File: src/rtl/range_report_packetizer.sv
// range_report_packetizer: tags 256-bit peak reports with the chirp id, buffers them
// in a small FIFO and serialises each as a 64-bit AXIS packet (6 beats, or 7 with a
// trailing checksum beat when REPORT_CHECKSUM_EN is defined).
// The head FIFO entry stays resident while its packet is on the wire and is released
// on the final-beat handshake, so the FIFO depth bounds all outstanding reports.
module range_report_packetizer #(
    parameter int unsigned FIFO_DEPTH = 4,
    parameter logic [31:0] MAGIC      = 32'h504b504b,
    parameter int unsigned SEQ_WIDTH  = 32
) (
    input  logic         aclk,
    input  logic         areset,
    input  logic [255:0] s_pk_axis_tdata,
    input  logic         s_pk_axis_tvalid,
    input  logic         s_pk_axis_tlast,
    output logic         s_pk_axis_tready,
    input  logic         iq_first,
    input  logic [63:0]  counter_id,
    output logic [63:0]  m_axis_tdata,
    output logic         m_axis_tvalid,
    output logic         m_axis_tlast,
    output logic [7:0]   m_axis_tkeep,
    input  logic         m_axis_tready,
    output logic [31:0]  drop_count,
    output logic [31:0]  report_count
);

    localparam int unsigned PTR_W   = $clog2(FIFO_DEPTH);
    localparam int unsigned CNT_W   = PTR_W + 1;
    localparam int unsigned ENTRY_W = 320;

    typedef enum logic [3:0] {
        S_IDLE, S_LOAD, S_HDR, S_ID, S_PL0, S_PL1, S_PL2, S_PL3
`ifdef REPORT_CHECKSUM_EN
        , S_CSUM
`endif
    } state_t;

    state_t               state, state_d;
    logic [ENTRY_W-1:0]   mem [FIFO_DEPTH];
    logic [PTR_W-1:0]     wr_ptr, rd_ptr;
    logic [CNT_W-1:0]     count;
    logic [63:0]          id_r;
    logic [ENTRY_W-1:0]   hold;
    logic [SEQ_WIDTH-1:0] seq;
    logic [63:0]          tdata_d;
    logic                 tvalid_d, tlast_d;
    logic                 pop, load_hold, finish;
    logic                 wr_req, full, wr_en, drop, hs;
    logic [63:0]          hold_id;
    logic [255:0]         hold_data;
    logic [63:0]          hdr_word;
    logic                 unused_tlast;

    assign unused_tlast = s_pk_axis_tlast;
    assign hs        = m_axis_tvalid && m_axis_tready;
    assign wr_req    = s_pk_axis_tvalid && s_pk_axis_tready;
    assign full      = (count == CNT_W'(FIFO_DEPTH));
    assign wr_en     = wr_req && (!full || pop);
    assign drop      = wr_req && full && !pop;
    assign hold_id   = hold[319:256];
    assign hold_data = hold[255:0];
    assign hdr_word  = {MAGIC, 32'(seq)};

    // Report storage array (data only, pointers carry the reset state)
    always_ff @(posedge aclk) begin
        if (wr_en) mem[wr_ptr] <= {id_r, s_pk_axis_tdata};
    end

    // FIFO pointers, occupancy, latched chirp id and hold register
    always_ff @(posedge aclk) begin
        if (areset) begin
            wr_ptr <= '0;
            rd_ptr <= '0;
            count  <= '0;
            id_r   <= '0;
            hold   <= '0;
        end else begin
            if (wr_en) wr_ptr <= wr_ptr + PTR_W'(1);
            if (pop)   rd_ptr <= rd_ptr + PTR_W'(1);
            count <= count + CNT_W'(wr_en) - CNT_W'(pop);
            if (iq_first)  id_r <= counter_id;
            if (load_hold) hold <= mem[rd_ptr];
        end
    end

    // FSM state, registered beat outputs and counters
    always_ff @(posedge aclk) begin
        if (areset) begin
            state            <= S_IDLE;
            m_axis_tdata     <= '0;
            m_axis_tvalid    <= 1'b0;
            m_axis_tlast     <= 1'b0;
            m_axis_tkeep     <= '0;
            s_pk_axis_tready <= 1'b0;
            seq              <= '0;
            report_count     <= '0;
            drop_count       <= '0;
        end else begin
            state            <= state_d;
            m_axis_tdata     <= tdata_d;
            m_axis_tvalid    <= tvalid_d;
            m_axis_tlast     <= tlast_d;
            m_axis_tkeep     <= tvalid_d ? 8'hFF : 8'h00;
            s_pk_axis_tready <= 1'b1;
            if (finish) begin
                seq          <= seq + SEQ_WIDTH'(1);
                report_count <= report_count + 32'd1;
            end
            if (drop && (drop_count != 32'hFFFF_FFFF)) drop_count <= drop_count + 32'd1;
        end
    end

    // Next-state and next-beat selection; data states advance only on handshake
    always_comb begin
        state_d   = state;
        tdata_d   = m_axis_tdata;
        tvalid_d  = m_axis_tvalid;
        tlast_d   = m_axis_tlast;
        load_hold = 1'b0;
        finish    = 1'b0;
        pop       = 1'b0;
        case (state)
            S_IDLE: if (count != '0) begin
                load_hold = 1'b1;
                state_d   = S_LOAD;
            end
            S_LOAD: begin
                state_d  = S_HDR;
                tdata_d  = hdr_word;
                tvalid_d = 1'b1;
                tlast_d  = 1'b0;
            end
            S_HDR: if (hs) begin state_d = S_ID;  tdata_d = hold_id;           end
            S_ID:  if (hs) begin state_d = S_PL0; tdata_d = hold_data[63:0];   end
            S_PL0: if (hs) begin state_d = S_PL1; tdata_d = hold_data[127:64]; end
            S_PL1: if (hs) begin state_d = S_PL2; tdata_d = hold_data[191:128]; end
            S_PL2: if (hs) begin
                state_d = S_PL3;
                tdata_d = hold_data[255:192];
`ifdef REPORT_CHECKSUM_EN
                tlast_d = 1'b0;
`else
                tlast_d = 1'b1;
`endif
            end
`ifdef REPORT_CHECKSUM_EN
            S_PL3: if (hs) begin
                state_d = S_CSUM;
                tdata_d = hdr_word ^ hold_id ^ hold_data[63:0] ^ hold_data[127:64]
                        ^ hold_data[191:128] ^ hold_data[255:192];
                tlast_d = 1'b1;
            end
            S_CSUM: if (hs) finish = 1'b1;
`else
            S_PL3: if (hs) finish = 1'b1;
`endif
            default: state_d = S_IDLE;
        endcase
        // Final beat accepted: release the FIFO head and go idle
        if (finish) begin
            state_d  = S_IDLE;
            tdata_d  = '0;
            tvalid_d = 1'b0;
            tlast_d  = 1'b0;
            pop      = 1'b1;
        end
    end

endmodule

File: config.mk
export PLATFORM = sky130hd
export DESIGN_NAME = range_report_packetizer
export DESIGN_NICKNAME = d
export VERILOG_FILES = /design/src/rtl/range_report_packetizer.sv
export SDC_FILE = /design/constraint.sdc
export NUM_CORES = 2
export LEC_CHECK = 0
export CELL_PAD_IN_SITES_DETAIL_PLACEMENT = 1
export CELL_PAD_IN_SITES_GLOBAL_PLACEMENT = 2
export CORE_MARGIN = 8
export CORE_UTILIZATION = 39
export DETAILED_ROUTE_END_ITERATION = 16
export HOLD_SLACK_MARGIN = 0.12
export PLACE_DENSITY_LB_ADDON = 0.1
export REMOVE_ABC_BUFFERS = 1
export SLEW_MARGIN = 20
export SYNTH_ARGS = -nofsm -noshare
export SYNTH_HDL_FRONTEND = slang
export SYNTH_SLANG_ARGS = --single-unit
File: constraint.sdc
create_clock -name aclk -period 10.24 [get_ports aclk]
set_input_delay 1.024 -clock aclk [delete_from_list [all_inputs] [get_ports aclk]]
set_output_delay 1.024 -clock aclk [all_outputs]
set_load 0.01 [all_outputs]
== Word-level counts from Yosys, hierarchy flattened ==
Memories as Yosys holds them, arrays and structs flattened. A register that Yosys moved wholly into a read port is not among the register bits.
Index checks and enable logic that the tools add are counted.

* Register bits: 246
* Memory bits (writable): 1280
* Input bits: 326
* Word-level logic and storage cells: 80
* Memories: 1

* $add $sub $neg: 7
* Equal/unequal tests: 15
* Mux-type cells: 26
* Bitwise gates (word level): 1
* Reduce and logical (&&, ||, !) cells: 17

{| class="wikitable"
|+ Memory list
! name !! words !! bits a word !! rd ports !! clocked after memory_dff !! write ports !! line !! text
|-
| mem || 4 || 320 || 1 || 1 || 1 || 40 || <nowiki>logic [ENTRY_W-1:0] mem [FIFO_DEPTH];</nowiki>
|}

{| class="wikitable"
|+ Operators with widths
! cell !! number
|-
| case mux 64 bit (6 select lines) || 1
|-
| 2-to-1 mux 64 bit || 5
|-
| adder 32 x 1 -> 32 bit (second input constant) || 3
|-
| inequality test 32 bit (second input constant) || 1
|-
| case mux 4 bit (8 select lines) || 1
|-
| 2-to-1 mux 4 bit || 6
|-
| equality test 4 x 3 -> 1 bit (second input constant) || 4
|-
| inequality test 2 bit (second input constant) || 6
|-
| 2-to-1 mux 1 bit || 11
|-
| equality test 4 x 2 -> 1 bit (second input constant) || 2
|-
| 2-to-1 mux 8 bit || 1
|-
| AND reduction 7 bit || 1
|-
| logical AND 1 bit || 6
|-
| AND reduction 6 bit || 1
|-
| nonzero test 6 bit || 1
|-
| adder 2 x 1 -> 2 bit (second input constant) || 2
|-
| equality test 4 x 1 -> 1 bit (second input constant) || 1
|-
| zero test 4 bit || 1
|-
| adder 3 x 1 -> 3 bit || 1
|-
| equality test 3 bit (second input constant) || 1
|-
| nonzero test 3 bit || 1
|-
| subtractor 3 x 1 -> 3 bit || 1
|-
| zero test 1 bit || 2
|-
| case mux 1 bit (2 select lines) || 1
|-
| other kinds (5) || 5
|}

== Depth between registers and ports, before layout ==
* Depth in word-level cells: 8
* Gate-level depth with buffers: 12
* Gate-level depth less buffers: 10

== Least setup slack after synthesis ==
Ideal clock, no wire load.

* Path kind: input to register
* Start: input m_axis_tready
* End: memory mem[1][0], enable pin
* Setup time: 0.723 ns
* Arrival: 9.133 ns
* Required time: 9.517 ns
* Path slack: 0.384 ns
* Cell stages on the path: 5
* Path buffers: 1
* Cells stage by stage: and3_1 clkbuf_1 a21oi_1 nor2_1 and2_1

* Word-level cells in the longest chain between the ends: 8

{| class="wikitable"
|+ Ends and longest elaborated chain
! element !! line !! text
|-
| start, declared || 23 || <nowiki>input logic m_axis_tready,</nowiki>
|-
| logical AND 1 bit || 56 || <nowiki>assign hs = m_axis_tvalid && m_axis_tready;</nowiki>
|-
| 2-to-1 mux 1 bit || 156 || <nowiki>S_PL3: if (hs) finish = 1'b1;</nowiki>
|-
| 2-to-1 mux 1 bit || 123 || <nowiki>case (state)</nowiki>
|-
| 2-to-1 mux 1 bit || 161 || <nowiki>if (finish) begin</nowiki>
|-
| logical OR 1 bit || 59 || <nowiki>assign wr_en = wr_req && (!full || pop);</nowiki>
|-
| logical AND 1 bit || 59 ||
|-
| 2-to-1 mux 1 bit || 67 || <nowiki>if (wr_en) mem[wr_ptr] <= {id_r, s_pk_axis_tdata};</nowiki>
|-
| 2-to-1 mux 1 bit (implied by the code) || 67 ||
|-
| end, declared || 40 ||
|}

No other way between the ends.

== Worst setup path in the final report ==
* Start: register state[1]
* End: memory mem[2][115], enable pin

* Word-level cells in the longest chain between the ends: 7

{| class="wikitable"
|+ Ends and longest elaborated chain
! element !! line !! text
|-
| start, declared || 39 || <nowiki>state_t state, state_d;</nowiki>
|-
| start signal, assigned || 100 || <nowiki>state <= state_d;</nowiki>
|-
| equality test 4 x 3 -> 1 bit || 123 ||
|-
| 2-to-1 mux 1 bit || 123 ||
|-
| 2-to-1 mux 1 bit || 161 ||
|-
| logical OR 1 bit || 59 ||
|-
| logical AND 1 bit || 59 ||
|-
| 2-to-1 mux 1 bit || 67 ||
|-
| 2-to-1 mux 1 bit (implied by the code) || 67 ||
|}

No other way between the ends.

==> out/summary.json <==
{
  "status": "complete, no violations",
  "area_growth_pct": 19.8,
  "maxCapViolCount": 0,
  "detailedPlacementHpwl_microns": 110000,
  "detail_route.wl_per_cell_microns": 25.6,
  "buffer_ports.inserted": 463,
  "endpoint_kind": "flop",
  "cp_cell_sequence": "and3_1 > buf_4 > a21oi_1 > nor2_1 > and2_4 > buf_12 > buf_4",
  "worst_hold_slack_ns": 0.449,
  "post_synth.cell_area_avg_sq_um": 15.4,
  "number_of_buffers_and_inverters_on_the_critical_path": 3,
  "core-area_sq_mm": 0.176,
  "async_flop_share": 0,
  "internal_power_uw": 13000,
  "min_clock_period_post_route_ns": 4.41,
  "tritoncts": "yes",
  "first_global_vias": 42036,
  "number_of_sinks_on_the_clock_net": 1837,
  "timing_hold_violations_final": 0,
  "ctsLongestPathBuffers": 3,
  "cts_repair_resize_count": 0,
  "synthAdderAreaFrac": 0.00192,
  "post-route-drc-count": 0,
  "design.portCount": 465,
  "most_common_flop_cell_mapped_by_yosys": "edfxtp_1",
  "setup_slack_placement_ns": 4.95,
  "crit_top_cell": "buf_4",
  "p_leak_uw": 0.0263,
  "cts.htree.levels": 4,
  "postSynthCellCount": 4481,
  "post-cts-setup-buffer-count": 0,
  "floorplan.rows": 154,
  "muxShareOfSynthArea": 0.132,
  "post_route_cells_drive_above_1_share": 0.151,
  "clock_skew_ns": 0.0278,
  "last_weighted_congestion_value_of_the_routability_driven_placer": 0.703,
  "synth_top_family_by_area": "multiplexers",
  "hp-class": "flop to flop",
  "timing.final.setup_violations": 0,
  "dr.first_iter.drc_count": 2135,
  "ys_seq_area_frac": 0.717,
  "cts_buffers": 198,
  "ctsRootBufferMaster": "clkbuf_16",
  "grt.total_usage": 0.195,
  "yosys_warnings": 0,
  "maxSlewHeadroom": 0.243,
  "path_delay_family": "simple AND/OR/NAND/NOR gates",
  "slew_viol_final": 0,
  "number_of_vias_in_the_routed_layout": 39749,
  "yosys.area.top_type": "edfxtp_1",
  "fin_util": 0.470,
  "transition_time_of_the_tightest_slew_check_pin_ns": 1.14,
  "ant_nets": 0,
  "max_freq_mhz": 227,
  "total_negative_slack_for_setup_checks_ns": 0,
  "timing.hold.worst_path_depth": 2,
  "p_per_area_mw_per_mm2": 205,
  "seq_power_share": 0.500,
  "worst_case_vdd_ir_drop_uv": 157,
  "fp.dieW_microns": 437,
  "critical-path-max-stage-delay_ns": 0.84,
  "timing.critical_path.required_ns": 10.69,
  "power.switching_fraction": 0.235,
  "timing.critical_path.from_type": "flop",
  "yosys.cell_types.count": 58,
  "finalNetCount": 5237,
  "power.share.clock": 0.415,
  "reg2reg_path_depth": 7,
  "start_util": 0.393,
  "die_area_sq_mm": 0.191,
  "synth_compound_gate_area_share": 0.0565,
  "post_synth_main_area_contributors": "edfxtp_1 (56%), dfxtp_1 (16%), mux4_2 (11%)",
  "insertion_delay_ns": 0.82,
  "clk_pin_slew_ns": 0.06,
  "synth.top_cell.area_share": 0.556,
  "ctsHoldBuffers": 0,
  "crit_arrival_ns": 4.86,
  "mappedNetlistArea_sq_mm": 0.0692,
  "grt_pass1_wl_microns": 281000,
  "die_y_microns": 437,
  "final.period_utilization": 0.430,
  "drt-total-wl_microns": 191000,
  "dr.pass1.iters": 6,
  "cpMaxStageDelayCell": "and2_4",
  "synth_xor_xnor_area_share": 0.00621,
  "grt_setup_unrepaired": "false",
  "synth_edf_count": 1280,
  "timing_worst_setup_path_type": "flop to flop",
  "grt_start_max_net_pins": 164,
  "synth.ff_latch_count": 1837,
  "critPathMaxFanout": 108,
  "synth_simple_gate_area_share": 0.0678,
  "num-fill-cells": 17125,
  "cp_num_cells": 7,
  "grt_antenna_before_repair": 60,
  "setup_slack_ns": 5.83,
  "globalRouteOverflowTotal": 0,
  "power.combinational.fraction": 0.086,
  "power_switching_uw": 4000,
  "vias_per_cell": 5.33
}
==> synth_stat cells, types with 13 or more instances <==
cell,number
a211oi_1,52
a221oi_1,39
nand3_1,42
mux2i_1,93
nor2_1,197
xnor2_1,23
and4_1,17
a21oi_1,389
mux2_2,57
edfxtp_1,1280
or3_1,25
or4_1,13
o21ai_0,78
a222oi_1,13
a22oi_1,15
a22o_1,14
buf_1,59
and3_1,16
inv_1,16
nor3_1,33
nand2_1,711
nand4_1,26
clkbuf_1,234
a2bb2oi_1,15
mux4_2,337
dfxtp_1,557
xor2_1,26
==> registers in the layout (all words and copies together), names as in the netlist <==
name              count
mem                1280
hold                320
id_r                 64
m_axis_tdata         64
drop_count           32
report_count         32
seq                  32
count                 3
state                 3
rd_ptr                2
wr_ptr                2
m_axis_tkeep          1
m_axis_tlast          1
s_pk_axis_tready      1
==> worst register-to-register path: cells and delay by family (launching register included) <==
family | cells | cell delay [ns]
AND/OR/NAND/NOR | 3 | 1.57
AO/OA/AOI/OAI | 1 | 0.14
buffers and inverters | 3 | 1.59
flip-flops | 1 | 0.73
==> stage by stage <==
stage | instances | area [sq um] | power, uW
2_1_floorplan | 4177 | 68000 | 9460
3_3_place_gp | 7041 | 76300 | 10100
3_5_place_dp | 7041 | 76300 | 10200
4_1_cts | 7417 | 82800 | 17300
5_1_grt | 7434 | 82800 | 17700
6_report | 7454 | 82900 | 17000
==> layer usage <==
layer,GRT usage,share of wire
met5,0,0.00042
met4,0.0670,0.028
met3,0.0358,0.040
met2,0.342,0.51
met1,0.244,0.42
==> cell families (layout without fill, tap and decap cells) <==
kind of cell	after synthesis	in the layout
xor gates and xnor gates	49	49
and+or+nand+nor	1116	1116
muxes	487	487
buffers and inverters	323	919
AOI/OAI and AO/OA	659	659
DFF	1837	1837
adders and majority gates	10	10
other	0	37
==> cell type report <==
class / count / area [sq um] / share of cell area
Clock buffer: 303 / 5820 / 0.0702
Sequential cell: 1837 / 49600 / 0.599
Timing Repair Buffer: 524 / 5270 / 0.0636
Antenna cell: 37 / 92.6 / 0.00112
Clock inverter: 73 / 654 / 0.00790
Inverter: 19 / 71.3 / 0.000861
Tap cell: 2340 / 2930 / 0.0353
Multi-Input combinational cell: 2321 / 18400 / 0.222
==> cells in the final DEF, fill, tap and decap left out, types with 9 or more instances in the layout <==
| cell type | n |
|---|---|
| ha_1 | 9 |
| clkdlybuf4s50_1 | 461 |
| a2bb2oi_1 | 15 |
| or4_1 | 13 |
| clkinv_2 | 28 |
| a22o_1 | 14 |
| inv_1 | 15 |
| mux2_2 | 57 |
| or3_1 | 25 |
| a21oi_1 | 389 |
| o21ai_0 | 78 |
| nor4_1 | 9 |
| nand4_1 | 26 |
| clkbuf_1 | 67 |
| and3_1 | 16 |
| nand2_1 | 710 |
| nor3_1 | 32 |
| a22oi_1 | 15 |
| a222oi_1 | 13 |
| xnor2_1 | 23 |
| mux2i_1 | 93 |
| a221oi_1 | 38 |
| buf_12 | 14 |
| xor2_1 | 26 |
| dfxtp_1 | 552 |
| clkbuf_16 | 206 |
| buf_4 | 47 |
| mux4_2 | 337 |
| clkbuf_8 | 30 |
| edfxtp_1 | 1280 |
| and4_1 | 17 |
| diode_2 | 37 |
| nand3_1 | 42 |
| clkinv_1 | 28 |
| nor2_1 | 192 |
| a211oi_1 | 52 |
| bufinv_16 | 10 |
==> worst paths after layout <==
| path | start | endpoint | slack (ns) |
|---|---|---|---|
| worst max-delay path | state[1] | mem[2][115] | 5.83 |
| worst min-delay path | hold[152] | hold[152] | 0.45 |
| worst max register to register | state[1] | mem[2][115] | 5.83 |
| worst min register to register | hold[152] | hold[152] | 0.45 |
==> power by group through the flow <==
stage	Combinational [uW]	Clock (uW)	Sequential (uW)
after CTS	1500	7270	8510
after global placement	1470	0	8650
after detailed placement	1500	0	8670
final	1460	7060	8500
after global routing	1590	7530	8540
after floorplan	783	0	8680
No activity file was read; power rests on OpenSTA's default activity.
